<file path="config.mk">
export PLATFORM = sky130hd
export DESIGN_NAME = dual_ram_fifo_ctrl
export DESIGN_NICKNAME = d
export VERILOG_FILES = /design/src/rtl/dual_ram_fifo_ctrl.sv
export SDC_FILE = /design/constraint.sdc
export NUM_CORES = 1
export LEC_CHECK = 0
export ABC_AREA = 1
export CAP_MARGIN = 10
export CORE_MARGIN = 2
export CORE_UTILIZATION = 38
export DETAILED_ROUTE_END_ITERATION = 10
export GPL_ROUTABILITY_DRIVEN = 0
export GPL_TIMING_DRIVEN = 0
export PLACE_DENSITY = 0.8
export SLEW_MARGIN = 30
export SYNTH_ARGS = -nofsm -noshare
export SYNTH_HDL_FRONTEND = slang
export SYNTH_SLANG_ARGS = --single-unit
</file>
<file path="constraint.sdc">
create_clock -name clk -period 2.4 [get_ports clk]
set_clock_uncertainty 0.05 [all_clocks]
set_input_delay 0.48 -clock clk [delete_from_list [all_inputs] [get_ports clk]]
set_output_delay 0.48 -clock clk [all_outputs]
set_load 0.05 [all_outputs]
</file>
<file path="src/rtl/dual_ram_fifo_ctrl.sv">
// First-word-fall-through FIFO controller wrapped around an external 16x8 dual-address RAM.
// Port 0 of the RAM is written from the write pointer; port 1 is read asynchronously from the read pointer.
module dual_ram_fifo_ctrl #(
    parameter int DATA_W   = 8,
    parameter int ADDR_W   = 4,
    parameter int AF_LEVEL = 14
) (
    input  logic              clk,
    input  logic              rst_n,
    input  logic              flush,
    input  logic              wr_valid,
    input  logic [DATA_W-1:0] wr_data,
    output logic              wr_ready,
    output logic              rd_valid,
    input  logic              rd_ready,
    output logic [DATA_W-1:0] rd_data,
    output logic [ADDR_W:0]   count,
    output logic              full,
    output logic              empty,
    output logic              almost_full,
    output logic              overflow,
    output logic              underflow,
    output logic              ram_wr_en,
    output logic              ram_port_en_0,
    output logic [ADDR_W-1:0] ram_addr_0,
    output logic [DATA_W-1:0] ram_data_in,
    output logic              ram_port_en_1,
    output logic [ADDR_W-1:0] ram_addr_1,
    input  logic [DATA_W-1:0] ram_data_out_1
);

    localparam logic [ADDR_W:0]   CNT_FULL = {1'b1, {ADDR_W{1'b0}}};
    localparam logic [ADDR_W:0]   CNT_AF   = AF_LEVEL[ADDR_W:0];
    localparam logic [ADDR_W:0]   CNT_ONE  = {{ADDR_W{1'b0}}, 1'b1};
    localparam logic [ADDR_W-1:0] PTR_ONE  = {{(ADDR_W-1){1'b0}}, 1'b1};

    logic [ADDR_W-1:0] wptr;
    logic [ADDR_W-1:0] rptr;
    logic [ADDR_W:0]   cnt;
    logic              push;
    logic              pop;

    assign full        = (cnt == CNT_FULL);
    assign empty       = (cnt == '0);
    assign almost_full = (cnt >= CNT_AF);
    assign count       = cnt;
    assign wr_ready    = !full;
    assign rd_valid    = !empty;

    // Handshakes are gated on the current occupancy, so a full FIFO pops before it
    // accepts and an empty FIFO pushes before it presents; flush suppresses both.
    assign push = wr_valid && !full && !flush;
    assign pop  = rd_ready && !empty && !flush;

    assign ram_wr_en     = push;
    assign ram_port_en_0 = push;
    assign ram_addr_0    = wptr;
    assign ram_data_in   = wr_data;
    assign ram_port_en_1 = !empty;
    assign ram_addr_1    = rptr;
    assign rd_data       = ram_data_out_1;

    // NOTE: every flop here uses non-blocking assignment so all state samples the
    // pre-edge values of push/pop and of each other, independent of statement order.
    always_ff @(posedge clk or negedge rst_n) begin
        if (!rst_n) begin
            wptr      <= '0;
            rptr      <= '0;
            cnt       <= '0;
            overflow  <= 1'b0;
            underflow <= 1'b0;
        end else if (flush) begin
            wptr      <= '0;
            rptr      <= '0;
            cnt       <= '0;
            overflow  <= 1'b0;
            underflow <= 1'b0;
        end else begin
            if (push) wptr <= wptr + PTR_ONE;
            if (pop)  rptr <= rptr + PTR_ONE;
            case ({push, pop})
                2'b10:   cnt <= cnt + CNT_ONE;
                2'b01:   cnt <= cnt - CNT_ONE;
                default: cnt <= cnt;
            endcase
            if (wr_valid && full)  overflow  <= 1'b1;
            if (rd_ready && empty) underflow <= 1'b1;
        end
    end

    a_not_full_and_empty : assert property (@(posedge clk) disable iff (!rst_n) !(full && empty));
    a_cnt_in_range       : assert property (@(posedge clk) disable iff (!rst_n) cnt <= CNT_FULL);

endmodule
</file>
==> results.cfg <==
[run_status]
status = finished clean

[global_route]
grt.total_usage_pct = 15.6
grt_pass1_wl_mm = 3.97
grt_max_degree = 16
gr-total-overflow = 0
grt_antenna_before_repair = 0
first_global_vias = 944

[cells_and_area]
fill_cells = 241
final_cell_area_sq_mm = 0.00158
area_growth_pct = 49.3
final_net_count = 200
instances_no_fill = 203
antenna_cells = 0
fin_util_pct = 58.4
drive_gt1_share_pct = 27.3

[logic_synthesis]
synth_enable_flop_cells = 0
syn_avg_cell_area_sq_um = 8.49
synthesis.area_sq_mm = 0.00106
synthArstFlopShare_pct = 100
ys_seq_elements = 15
yosys.cell_types.count = 24
syn_inst = 125
synth_flop_cell = dfrtp_1
yosysSeqAreaShare_pct = 35.4
synthesis.nets = 152
ys_warn_count = 0

[clocking]
clock-sinks = 15
cts_buffers = 3
htree_levels = 1
cts_tree = built
clock_latency_ns = 0.29
clkTransAtPathRegs_ns = 0.09
clockBufferDepth = 2
cts_root_buf = clkbuf_4

[pwr]
switching_power_uw = 1090
leakagePower_uw = 0.000760
p_sw_share_pct = 57.2
clkPwrFrac_pct = 7.8
p_comb_share_pct = 69.5
powerDensity_mw_per_mm2 = 1200
irDropWorstVdd_mv = 0.888
pwr-share-seq_pct = 22.7
p_int_uw = 813
p_total_uw = 1900

[worst_setup_path]
path_delay_family = buffers and inverters
cp.arrival_ns = 1.81
slowest_stage = clkdlybuf4s50_1
cp_num_buf_inv = 2
rr_worst_depth = 14
endpoint_kind = primary output
path_cells = clkdlybuf4s50_1, nand2_4, nor2_2, clkdlybuf4s15_1
cp-start-kind = input pin
cp_data_required_time_ns = 1.87
slowest_delay_ns = 0.52
crit_cells = 4
reg2reg_from = count[1]
path_class = in -> out
worstPathMaxFanout = 8
startpoint = wr_valid

[timing]
max_clock_freq_ghz = 0.428
hold_viol_final = 0
setup_violations = 0
rsz0062_at_grt = false
slew-limit-headroom_pct = 55.1
period_minus_slack_ns = 2.34
worstMarginPinSlew_ns = 0.672
hold_ws_ns = 0.447
timing.final.crit_share_pct = 97.5
final_max_slew_viol_count = 0

[floorplanning]
fp.coreArea_sq_mm = 0.00271
die_x_microns = 56.8
die_h_microns = 56.8
die_area_sq_mm = 0.00323
start_util_pct = 39.2
rows = 19
ios = 60

[min_path]
holdPathStages = 1
min-delay-path-class = reg -> reg
hold_path_startpoint = ram_addr_1[2]

[route]
wl_mm = 2.40
drtIter0Drc = 18
antenna_left = 0
vias = 994
vias_per_cell = 4.90
drc_errors = 0
first_pass_iters = 4
wl_per_cell_microns = 11.8

[placed_design]
post-place-cells = 199
dp_hpwl_mm = 1.86
io_buffers = 43
placed_area_sq_mm = 0.00155

[flow_run]
maxCapViolCount = 0
## layout by cell type (no fill, tap or decap)
| cell type | count |
|---|---|
| dfrtp_1 | 10 |
| dlygate4sd2_1 | 5 |
| inv_1 | 9 |
| a21oi_1 | 7 |
| nand2_4 | 6 |
| xnor2_1 | 1 |
| nand3_1 | 8 |
| dlymetal6s2s_1 | 1 |
| o21ai_0 | 5 |
| nor2_4 | 4 |
| xor2_1 | 1 |
| nor3_1 | 2 |
| dfrtp_2 | 5 |
| o21a_1 | 1 |
| nand3_2 | 1 |
| inv_4 | 2 |
| fa_1 | 1 |
| ha_1 | 5 |
| buf_4 | 19 |
| clkdlybuf4s15_1 | 1 |
| nor2_2 | 1 |
| nand3_4 | 2 |
| nand3b_1 | 1 |
| nand2_1 | 22 |
| clkbuf_4 | 3 |
| clkbuf_1 | 1 |
| nand2_2 | 1 |
| nor2_1 | 6 |
| o21ai_2 | 1 |
| inv_2 | 2 |
| clkdlybuf4s50_1 | 35 |
| o21ai_1 | 3 |
## sequential cells by signal, summed over array words and instances, names as in the netlist
| name | count |
|---|---|
| ram_addr_1 | 4 |
| ram_addr_0 | 4 |
| overflow | 1 |
| underflow | 1 |
| count | 5 |
## area by class of cell
type / count / area (sq um) / share of cell area [%]
multi-input cells: 79 / 524 / 33.1
repair buffers: 43 / 424 / 26.8
flip-flops and latches: 15 / 382 / 24.1
plain buffers: 18 / 135 / 8.53
inverters: 13 / 53.8 / 3.40
well taps: 31 / 38.8 / 2.45
clock buffers: 4 / 26.3 / 1.66
## stage by stage
stage / setup TNS (ns) / worst slack, ns
global route: 0 / 0.00212
global placement: -1.24 / -0.410
floorplan: 0 / 0.0157
finish: 0 / 0.0610
detailed placement: -1.42 / -0.435
CTS: 0 / 0.0201
## power by group through the flow
stage	clock (uW)	combinational, uW	sequential [uW]
after global placement	0	1330	422
after detailed placement	0	1360	425
after global routing	158	1400	445
final	149	1320	430
after floorplan	0	730	657
after CTS	151	1320	424
## worst paths after layout
| kind | endpoint | slack, ns |
|---|---|---|
| max | ram_port_en_0 | 0.06 |
| min | ram_addr_1[2] | 0.45 |
| max reg2reg | count[4] | 0.17 |
| min reg2reg | ram_addr_1[2] | 0.45 |
| max in group asynchronous | count[2] | 1.29 |
| min in group asynchronous | underflow | 0.54 |
## what timing repair did
item	CTS	global route
hold buffers	0	0
buffers inserted	0	0
gates cloned	0	0
endpoints found under the hold margin	0	0
endpoints found under the setup margin	7	3
resized for setup	8	4
## cells by family (layout without fill, tap and decap cells)
| logic type | after synthesis | count (layout) | share of synthesized area (%) |
|---|---|---|---|
| simple gates | 54 | 54 | 28.8 |
| buf+inv | 31 | 78 | 17.8 |
| compound gates | 17 | 17 | 8.61 |
| flops | 15 | 15 | 35.4 |
| fa+ha+maj | 6 | 6 | 7.78 |
| xor+xnor | 2 | 2 | 1.65 |
## routing by layer
metal	global-route usage (%)	part of all wire, %	wire length, microns
met5	0	0	0
met4	6.98	2.5	59
met3	1.84	7.5	180
met2	28.6	51	1230
met1	17.8	39	936
## Yosys cell counts (all sizes together) (2+ instances only)
cell type  instances  area [sq um]
nor3               2          10.0
a21oi              7          35.0
nor2              11          61.3
ha                 5          62.6
nand2             29           156
o21ai              9          48.8
buf               18           135
inv               13          53.8
dfrtp             15           375
nand3             11          70.1
Note: power is estimated with default switching activity, not from simulation.
